## src/rtl/q_pkg.sv

```systemverilog
// Shared types and constants for the Q-table controller and its helpers.
package q_pkg;
  localparam int Q_W         = 16;
  localparam int FRAC        = 12;
  localparam logic [Q_W-1:0] Q_ONE = 16'h1000;
  localparam int NUM_ACTIONS = 4;

  typedef logic signed [Q_W-1:0] q_t;

  typedef enum logic [2:0] {IDLE, FETCH, ISSUE, WAIT, CAPTURE} ctrl_state_t;
endpackage

```

## src/rtl/q_table_ctrl_if.sv

```systemverilog
// Transition, update-core and lookup channels of the Q-table controller.
interface q_table_ctrl_if #(parameter int NUM_STATES = 16);
  import q_pkg::*;
  localparam int SW = $clog2(NUM_STATES);

  logic          tr_valid, tr_ready;
  logic [SW-1:0] tr_state, tr_next_state;
  logic [1:0]    tr_action;
  q_t            tr_reward;
  logic          clear;

  logic          core_start;
  q_t            core_q_current, core_q_next_0, core_q_next_1, core_q_next_2, core_q_next_3;
  q_t            core_reward;
  logic          core_done;
  q_t            core_q_new;

  logic          rd_en;
  logic [SW-1:0] rd_state;
  logic [1:0]    rd_action;
  logic          rd_valid;
  q_t            rd_q;
  logic [1:0]    rd_best_action;

  modport slave (
    input  tr_valid, tr_state, tr_next_state, tr_action, tr_reward, clear,
           core_done, core_q_new, rd_en, rd_state, rd_action,
    output tr_ready, core_start, core_q_current, core_q_next_0, core_q_next_1,
           core_q_next_2, core_q_next_3, core_reward, rd_valid, rd_q, rd_best_action
  );

  modport master (
    output tr_valid, tr_state, tr_next_state, tr_action, tr_reward, clear,
           core_done, core_q_new, rd_en, rd_state, rd_action,
    input  tr_ready, core_start, core_q_current, core_q_next_0, core_q_next_1,
           core_q_next_2, core_q_next_3, core_reward, rd_valid, rd_q, rd_best_action
  );
endinterface

```

## src/rtl/q_argmax4.sv

```systemverilog
// 4-way signed argmax; equal values resolve to the lowest index.
module q_argmax4
  import q_pkg::*;
(
  input  logic [NUM_ACTIONS-1:0][Q_W-1:0] q_i,
  output logic [1:0]                      idx_o
);
  logic lo_sel, hi_sel;
  q_t   lo_max, hi_max;

  // Only a strictly greater upper candidate wins, which keeps ties on the lower index.
  always_comb begin
    lo_sel = $signed(q_i[1]) > $signed(q_i[0]);
    lo_max = lo_sel ? q_i[1] : q_i[0];
    hi_sel = $signed(q_i[3]) > $signed(q_i[2]);
    hi_max = hi_sel ? q_i[3] : q_i[2];
    idx_o  = (hi_max > lo_max) ? {1'b1, hi_sel} : {1'b0, lo_sel};
  end
endmodule

```

## src/rtl/q_table_ctrl.sv

```systemverilog
// Q-table storage and sequencer: fetches operands for the update core and writes back Q_new.
module q_table_ctrl
  import q_pkg::*;
#(
  parameter int NUM_STATES = 16
) (
  input  logic            gclk,
  input  logic            grst_n,
  q_table_ctrl_if.slave   bus,
  output logic            busy_o,
  output logic [15:0]     upd_count_o
);
  localparam int SW = $clog2(NUM_STATES);

  logic [NUM_STATES-1:0][NUM_ACTIONS-1:0][Q_W-1:0] tbl_q;
  ctrl_state_t state_q, state_d;

  logic [SW-1:0]                   s_q, sn_q;
  logic [1:0]                      a_q;
  q_t                              rew_q, qcur_q;
  logic [NUM_ACTIONS-1:0][Q_W-1:0] qnx_q;
  logic [15:0]                     cnt_q;
  logic                            rd_valid_q;
  q_t                              rd_q_q;
  logic [1:0]                      rd_best_q, rd_best;
  logic                            accept;

  // clear wins over a simultaneous offer, so ready drops while clear is high.
  assign bus.tr_ready = grst_n && (state_q == IDLE) && !bus.clear;
  assign accept       = (state_q == IDLE) && !bus.clear && bus.tr_valid;

  always_ff @(posedge gclk or negedge grst_n) begin
    if (!grst_n) state_q <= IDLE;
    else         state_q <= state_d;
  end

  always_comb begin
    state_d = state_q;
    case (state_q)
      IDLE:    if (accept) state_d = FETCH;
      FETCH:   state_d = ISSUE;
      ISSUE:   state_d = WAIT;
      WAIT:    if (bus.core_done) state_d = CAPTURE;
      CAPTURE: state_d = IDLE;
      default: state_d = IDLE;
    endcase
  end

  q_argmax4 u_amax (.q_i(tbl_q[bus.rd_state]), .idx_o(rd_best));

  // Lookups sample the table before any same-edge write, giving old data on a collision.
  always_ff @(posedge gclk or negedge grst_n) begin
    if (!grst_n) begin
      tbl_q      <= '0;
      s_q        <= '0;
      sn_q       <= '0;
      a_q        <= '0;
      rew_q      <= '0;
      qcur_q     <= '0;
      qnx_q      <= '0;
      cnt_q      <= '0;
      rd_valid_q <= 1'b0;
      rd_q_q     <= '0;
      rd_best_q  <= '0;
    end else begin
      if (state_q == IDLE && bus.clear) tbl_q <= '0;
      if (accept) begin
        s_q   <= bus.tr_state;
        sn_q  <= bus.tr_next_state;
        a_q   <= bus.tr_action;
        rew_q <= bus.tr_reward;
      end
      if (state_q == FETCH) begin
        qcur_q <= tbl_q[s_q][a_q];
        qnx_q  <= tbl_q[sn_q];
      end
      if (state_q == CAPTURE) begin
        tbl_q[s_q][a_q] <= bus.core_q_new;
        cnt_q           <= cnt_q + 16'd1;
      end
      rd_valid_q <= bus.rd_en;
      if (bus.rd_en) begin
        rd_q_q    <= tbl_q[bus.rd_state][bus.rd_action];
        rd_best_q <= rd_best;
      end
    end
  end

  assign bus.core_start     = (state_q == ISSUE);
  assign bus.core_q_current = qcur_q;
  assign bus.core_q_next_0  = qnx_q[0];
  assign bus.core_q_next_1  = qnx_q[1];
  assign bus.core_q_next_2  = qnx_q[2];
  assign bus.core_q_next_3  = qnx_q[3];
  assign bus.core_reward    = rew_q;
  assign bus.rd_valid       = rd_valid_q;
  assign bus.rd_q           = rd_q_q;
  assign bus.rd_best_action = rd_best_q;
  assign busy_o             = (state_q != IDLE);
  assign upd_count_o        = cnt_q;
endmodule
```

## src/flat_wrapper.sv

```systemverilog
// flat-port wrapper written by rule: the top's interface ports become plain ports
module q_table_ctrl_flat import q_pkg::*;
#(
  parameter int NUM_STATES = 16
)
  (gclk, grst_n, busy_o, upd_count_o, bus_tr_valid, bus_tr_state, bus_tr_next_state, bus_tr_action, bus_tr_reward, bus_clear, bus_core_done, bus_core_q_new, bus_rd_en, bus_rd_state, bus_rd_action, bus_tr_ready, bus_core_start, bus_core_q_current, bus_core_q_next_0, bus_core_q_next_1, bus_core_q_next_2, bus_core_q_next_3, bus_core_reward, bus_rd_valid, bus_rd_q, bus_rd_best_action);
  q_table_ctrl_if #(.NUM_STATES(NUM_STATES)) bus_i ();
  input  logic gclk;
  input  logic grst_n;
  output logic busy_o;
  output logic [15:0] upd_count_o;
  input wire logic [$bits(bus_i.tr_valid)-1:0] bus_tr_valid;
  input wire logic [$bits(bus_i.tr_state)-1:0] bus_tr_state;
  input wire logic [$bits(bus_i.tr_next_state)-1:0] bus_tr_next_state;
  input wire logic [$bits(bus_i.tr_action)-1:0] bus_tr_action;
  input wire logic [$bits(bus_i.tr_reward)-1:0] bus_tr_reward;
  input wire logic [$bits(bus_i.clear)-1:0] bus_clear;
  input wire logic [$bits(bus_i.core_done)-1:0] bus_core_done;
  input wire logic [$bits(bus_i.core_q_new)-1:0] bus_core_q_new;
  input wire logic [$bits(bus_i.rd_en)-1:0] bus_rd_en;
  input wire logic [$bits(bus_i.rd_state)-1:0] bus_rd_state;
  input wire logic [$bits(bus_i.rd_action)-1:0] bus_rd_action;
  output wire logic [$bits(bus_i.tr_ready)-1:0] bus_tr_ready;
  output wire logic [$bits(bus_i.core_start)-1:0] bus_core_start;
  output wire logic [$bits(bus_i.core_q_current)-1:0] bus_core_q_current;
  output wire logic [$bits(bus_i.core_q_next_0)-1:0] bus_core_q_next_0;
  output wire logic [$bits(bus_i.core_q_next_1)-1:0] bus_core_q_next_1;
  output wire logic [$bits(bus_i.core_q_next_2)-1:0] bus_core_q_next_2;
  output wire logic [$bits(bus_i.core_q_next_3)-1:0] bus_core_q_next_3;
  output wire logic [$bits(bus_i.core_reward)-1:0] bus_core_reward;
  output wire logic [$bits(bus_i.rd_valid)-1:0] bus_rd_valid;
  output wire logic [$bits(bus_i.rd_q)-1:0] bus_rd_q;
  output wire logic [$bits(bus_i.rd_best_action)-1:0] bus_rd_best_action;
  assign bus_i.tr_valid = bus_tr_valid;
  assign bus_i.tr_state = bus_tr_state;
  assign bus_i.tr_next_state = bus_tr_next_state;
  assign bus_i.tr_action = bus_tr_action;
  assign bus_i.tr_reward = bus_tr_reward;
  assign bus_i.clear = bus_clear;
  assign bus_i.core_done = bus_core_done;
  assign bus_i.core_q_new = bus_core_q_new;
  assign bus_i.rd_en = bus_rd_en;
  assign bus_i.rd_state = bus_rd_state;
  assign bus_i.rd_action = bus_rd_action;
  assign bus_tr_ready = bus_i.tr_ready;
  assign bus_core_start = bus_i.core_start;
  assign bus_core_q_current = bus_i.core_q_current;
  assign bus_core_q_next_0 = bus_i.core_q_next_0;
  assign bus_core_q_next_1 = bus_i.core_q_next_1;
  assign bus_core_q_next_2 = bus_i.core_q_next_2;
  assign bus_core_q_next_3 = bus_i.core_q_next_3;
  assign bus_core_reward = bus_i.core_reward;
  assign bus_rd_valid = bus_i.rd_valid;
  assign bus_rd_q = bus_i.rd_q;
  assign bus_rd_best_action = bus_i.rd_best_action;
  q_table_ctrl #(.NUM_STATES(NUM_STATES)) u_core (.gclk(gclk), .grst_n(grst_n), .bus(bus_i), .busy_o(busy_o), .upd_count_o(upd_count_o));
endmodule
```

## config.mk

```make
export PLATFORM = sky130hd
export DESIGN_NAME = q_table_ctrl_flat
export DESIGN_NICKNAME = d
export VERILOG_FILES = /design/src/rtl/q_pkg.sv /design/src/rtl/q_table_ctrl_if.sv /design/src/rtl/q_argmax4.sv /design/src/rtl/q_table_ctrl.sv /design/src/flat_wrapper.sv
export SDC_FILE = /design/constraint.sdc
export NUM_CORES = 2
export LEC_CHECK = 0
export BUFFER_PORTS_ARGS = -buffer_cell sky130_fd_sc_hd__buf_2
export CORE_AREA = 5 5 345 347
export CTS_CLUSTER_SIZE = 30
export DETAILED_ROUTE_END_ITERATION = 6
export DIE_AREA = 0 0 350 352
export GPL_ROUTABILITY_DRIVEN = 0
export MAX_ROUTING_LAYER = met4
export PLACE_DENSITY = 0.85
export SLEW_MARGIN = 25
export SYNTH_ARGS = -nofsm -noshare
export SYNTH_HDL_FRONTEND = slang
export SYNTH_SLANG_ARGS = --single-unit
```

## constraint.sdc

```tcl
create_clock -name gclk -period 6.55 [get_ports gclk]
set_input_delay 0.3275 -clock gclk [delete_from_list [all_inputs] [get_ports gclk]]
set_output_delay 0.3275 -clock gclk [all_outputs]
set_load 0.02 [all_outputs]
```

==> metrics.md <==
| Metric | Value |
|---|---|
| HP Class | `in2reg` |
| TNS Setup | `0 ns` |
| HPWL reported at the end of detailed placement | `about 150000 µm` |
| Max_cap viols | `0` |
| Gate power share | `a little under a third` |
| Syn nets | `between 6000 and 7000` |
| Area Overhead vs Synth | `9.311%` |
| Synth unique cells | `53` |
| Switching Share | `between 30% and 40%` |
| WP data required | `7.21 ns` |
| Crit path buf inv count | `4` |
| Dominant synthesized flop cell | `dfrtp_1` |
| Yosys warning total | `0` |
| Post-Route Skew | `~0.037 ns` |
| Critical Path Source Type | `primary input` |
| Crit path arrival time | `6.74 ns` |
| FFs w/ async S/R, synth | `100.0%` |
| Worst-path fanout max | `24` |
| Maximum VDD drop | `between 0.3 and 0.4 mV` |
| TritonCTS Sinks | `~1200` |
| Total I/O pin count | `between 150 and 200` |
| Most used routing layer | `met2` |
| Initial Util | `roughly three fifths` |
| Met3 global-route usage | `a little over a fifth` |
| Post-Synthesis Cells | `approximately 6800` |
| Via count | `62370` |
| P per Cell Area | `roughly 300 mW/mm²` |
| DIE HEIGHT | `352 µm` |
| Clock tree buffer depth | `3` |
| Fillcell total | `roughly 7600` |
| Avg Cell Area, Syn | `~11 µm²` |
| Slew margin rel. | `8.998%` |
| R2R Setup Slk | `approximately 0.76 ns` |
| Clock tree from TritonCTS | `built` |
| DR iter-0 viols | `approximately 13000` |
| Post-route cell area | `0.07785 mm²` |
| Reg-to-reg critical path endpoint | `u_core.bus.rd_best_action[0]` |
| Number of remaining DRC errors | `134` |
| RSZ-0062 raised after global routing | `false` |
| Detail Route Antenna Nets | `0` |
| First-pass GRT wire length | `between 300000 and 400000 µm` |
| Dpl cell area | `~0.073 mm²` |
| # port buffers | `roughly 190` |
| Syn Std Cell Area | `0.07122 mm²` |
| RR Startpoint | `u_core.tbl_q[868]` |
| Share of total power in sequential cells | `37.1%` |
| Largest net degree at the start of global routing | `222` |
| Grt ovf | `0` |
| H-tree depth | `3` |
| P_int | `roughly 15000 µW` |
| Clock Tree Root | `clkbuf_16` |
| # setup viols final | `0` |
| Met2 usage in global routing | `a little under three fifths` |
| Vias per Instance | `~7.6` |
| DP Worst Slack | `about 0.44 ns` |
| CP Cell Sequence | `buf_6, buf_4, buf_4, mux4_2, mux2_2, o21ai_0, ha_1, nand2_1, or4_1, o22ai_1, a31oi_2, buf_4, o21ai_1, ha_1, nand4_1, or4_1, a21o_1, a31oi_1, nand2_1, o211ai_1` |
| Status | `finished with violations` |
| Post-synthesis sequential element count | `about 1200` |
| Row count | `around 130` |
| Layout Nets | `6674` |
| Detailed Routing Iterations Pass 1 | `7` |
| Final WS setup | `about 0.48 ns` |
| Number of antenna violations at the first check in global routing | `19` |
| Post-synth EDFFs | `0` |
| Switching power | `~8400 µW` |
| Largest register by flop count | `u_core.tbl_q` |
| Worst reg-to-reg path cell count | `17` |
| Max frequency | `164.7 MHz` |
| Delay-heaviest family, CP | `compound AO/OA/AOI/OAI gates` |
| Die area | `between 0.1 and 0.15 mm²` |
| Final hold violations | `0` |
| Failing checks | `DRC` |
| Ratio of cells with drive above 1 in the final layout | `between 20% and 30%` |
| Area occupied by multi-input gates | `between 0.03 and 0.04 mm²` |
| Die X | `roughly 350 µm` |
| WS Path Type | `in2reg` |
| TritonCTS Buffers | `approximately 120` |
| WL/cell | `roughly 31 µm` |
| Final Instance Count excl. Fillers | `8214` |
| Leakage Power | `about 0.031 µW` |
| Worst hold endpoint | `u_core.state_q[0]` |
| Least-Margin Pin Slew | `about 1.4 ns` |
| DRT Wirelength | `about 260000 µm` |
| Post-synthesis sequential area ratio | `about two fifths` |
| Total track usage | `a little over two fifths` |
| Clk pwr share | `approximately a third` |
| Flip-flop and latch area | `~0.03 mm²` |
| Met1 Resource Use GR | `48.38%` |
| Max incr delay on CP | `0.78 ns` |
| Hold path cells | `5` |
| Vias in the first global route | `around 62000` |
| CORE AREA | `roughly 0.12 mm²` |
| Period utilization | `between 90% and 100%` |
| Crit end category | `flop` |
| HP Start | `bus_tr_valid` |
| Cell mode on critical path | `buf_4` |
| Total placed cells including tap cells | `7943` |
| CTS clk-pin slew, worst paths | `roughly 0.070 ns` |
| Min Clock Period, post-route | `between 6 and 7 ns` |
| Power Total | `22980 µW` |
| Clk Latency, worst-skew pair | `around 0.76 ns` |
| Post-CTS setup buffers | `0` |
| Final Max Slew Viols | `0` |
| CP max-delay cell | `o21ai_0` |
| Max reg flops | `between 1000 and 1500` |
routing by layer:
layer / part of all wire [%] / wire length [µm]
met1: 30 / 75910
met2: 42 / 106500
met3: 18 / 47060
met4: 10 / 25960
met5: 0 / 0
cell usage in the layout (no fill, tap or decap), types with 66 or more instances in the layout:
cell / instances
a22oi_1: 86
buf_2: 181
buf_4: 157
clkbuf_16: 119
dfrtp_1: 1160
mux2_2: 124
mux2i_1: 83
mux4_2: 880
nand2_1: 2166
nor2_2: 66
o21ai_0: 1042
cell families after synthesis:
logic type	after synthesis	share of synthesized area [%]
simple gates	2405	13.07
compound gates	1297	9.738
flops	1168	41.04
mux	1087	30.95
buf+inv	729	4.150
fa+ha+maj	49	0.8608
xor+xnor	15	0.1845
metrics by stage:
stage,utilization (%),hold slack (ns)
after floorplan,-,0.03191
after global placement,63.31,0.4284
after detailed placement,63.32,0.4258
after CTS,67.23,0.01013
after global routing,67.35,0.04143
final,67.36,0.03477
area by class of cell:
class / count / area share [%]
clock buffer: 165 / 4.433
antenna: 25 / 0.08036
multi-input combinational: 4853 / 50.41
timing repair buffer: 400 / 3.888
sequential: 1168 / 37.58
tap: 1524 / 2.449
inverter: 29 / 0.1398
clock inverter: 50 / 1.017
what timing repair did:
| item | CTS | global route |
|---|---|---|
| hold buffers | 28 | 0 |
| gates resized for setup | 0 | 0 |
| endpoints found under the hold margin | 111 | 0 |
power groups by stage:
stage / clock, µW / sequential [µW] / combinational [µW]
2_1_floorplan: 0 / 8080 / 4870
3_3_place_gp: 0 / 8630 / 6360
3_5_place_dp: 0 / 8680 / 6480
4_1_cts: 7470 / 8550 / 6520
5_1_grt: 7780 / 8530 / 7140
6_report: 7510 / 8540 / 6940
cells in the mapped netlist, types with 18 or more instances:
cell,number,share of area [%]
nand2_1,2168,11
dfrtp_1,1168,41
o21ai_0,1047,7.4
mux4_2,880,28
clkbuf_1,522,2.8
buf_2,133,0.93
mux2_2,124,2.0
nor2_1,118,0.62
a22oi_1,86,0.91
mux2i_1,83,1.2
ha_1,49,0.86
a21oi_1,43,0.30
nand3_1,32,0.22
o22ai_1,32,0.28
buf_1,31,0.16
o21ai_1,31,0.22
inv_1,28,0.15
nand2b_1,18,0.16
worst max path at each step:
stage | startpoint | slack, ns | to | depth (start not counted)
2_1_floorplan | bus_rd_state[0] | 1.17 | u_core.bus.rd_best_action[0] | 22
3_3_place_gp | bus_rd_state[2] | 0.62 | u_core.bus.rd_best_action[0] | 19
3_5_place_dp | bus_rd_state[2] | 0.44 | u_core.bus.rd_best_action[0] | 19
4_1_cts | u_core.tbl_q[989] | 1.12 | u_core.bus.rd_best_action[0] | 17
5_1_grt | bus_rd_state[3] | 0.65 | u_core.bus.rd_best_action[0] | 20
6_report | bus_rd_state[3] | 0.48 | u_core.bus.rd_best_action[0] | 20
worst register-to-register path: stages (launching register included):
cell and delay, ns:
dfrtp_1 0.43, mux4_2 0.50, mux2_2 0.36, o21ai_0 0.79
ha_1 0.22, nand2_1 0.05, or4_1 0.43, o22ai_1 0.30
a31oi_2 0.09, buf_4 0.21, o21ai_1 0.70, ha_1 0.25
nand4_1 0.12, or4_1 0.53, a21o_1 0.18, a31oi_1 0.22
nand2_1 0.10, o211ai_1 0.22
Power figures use the tool's default switching activity.
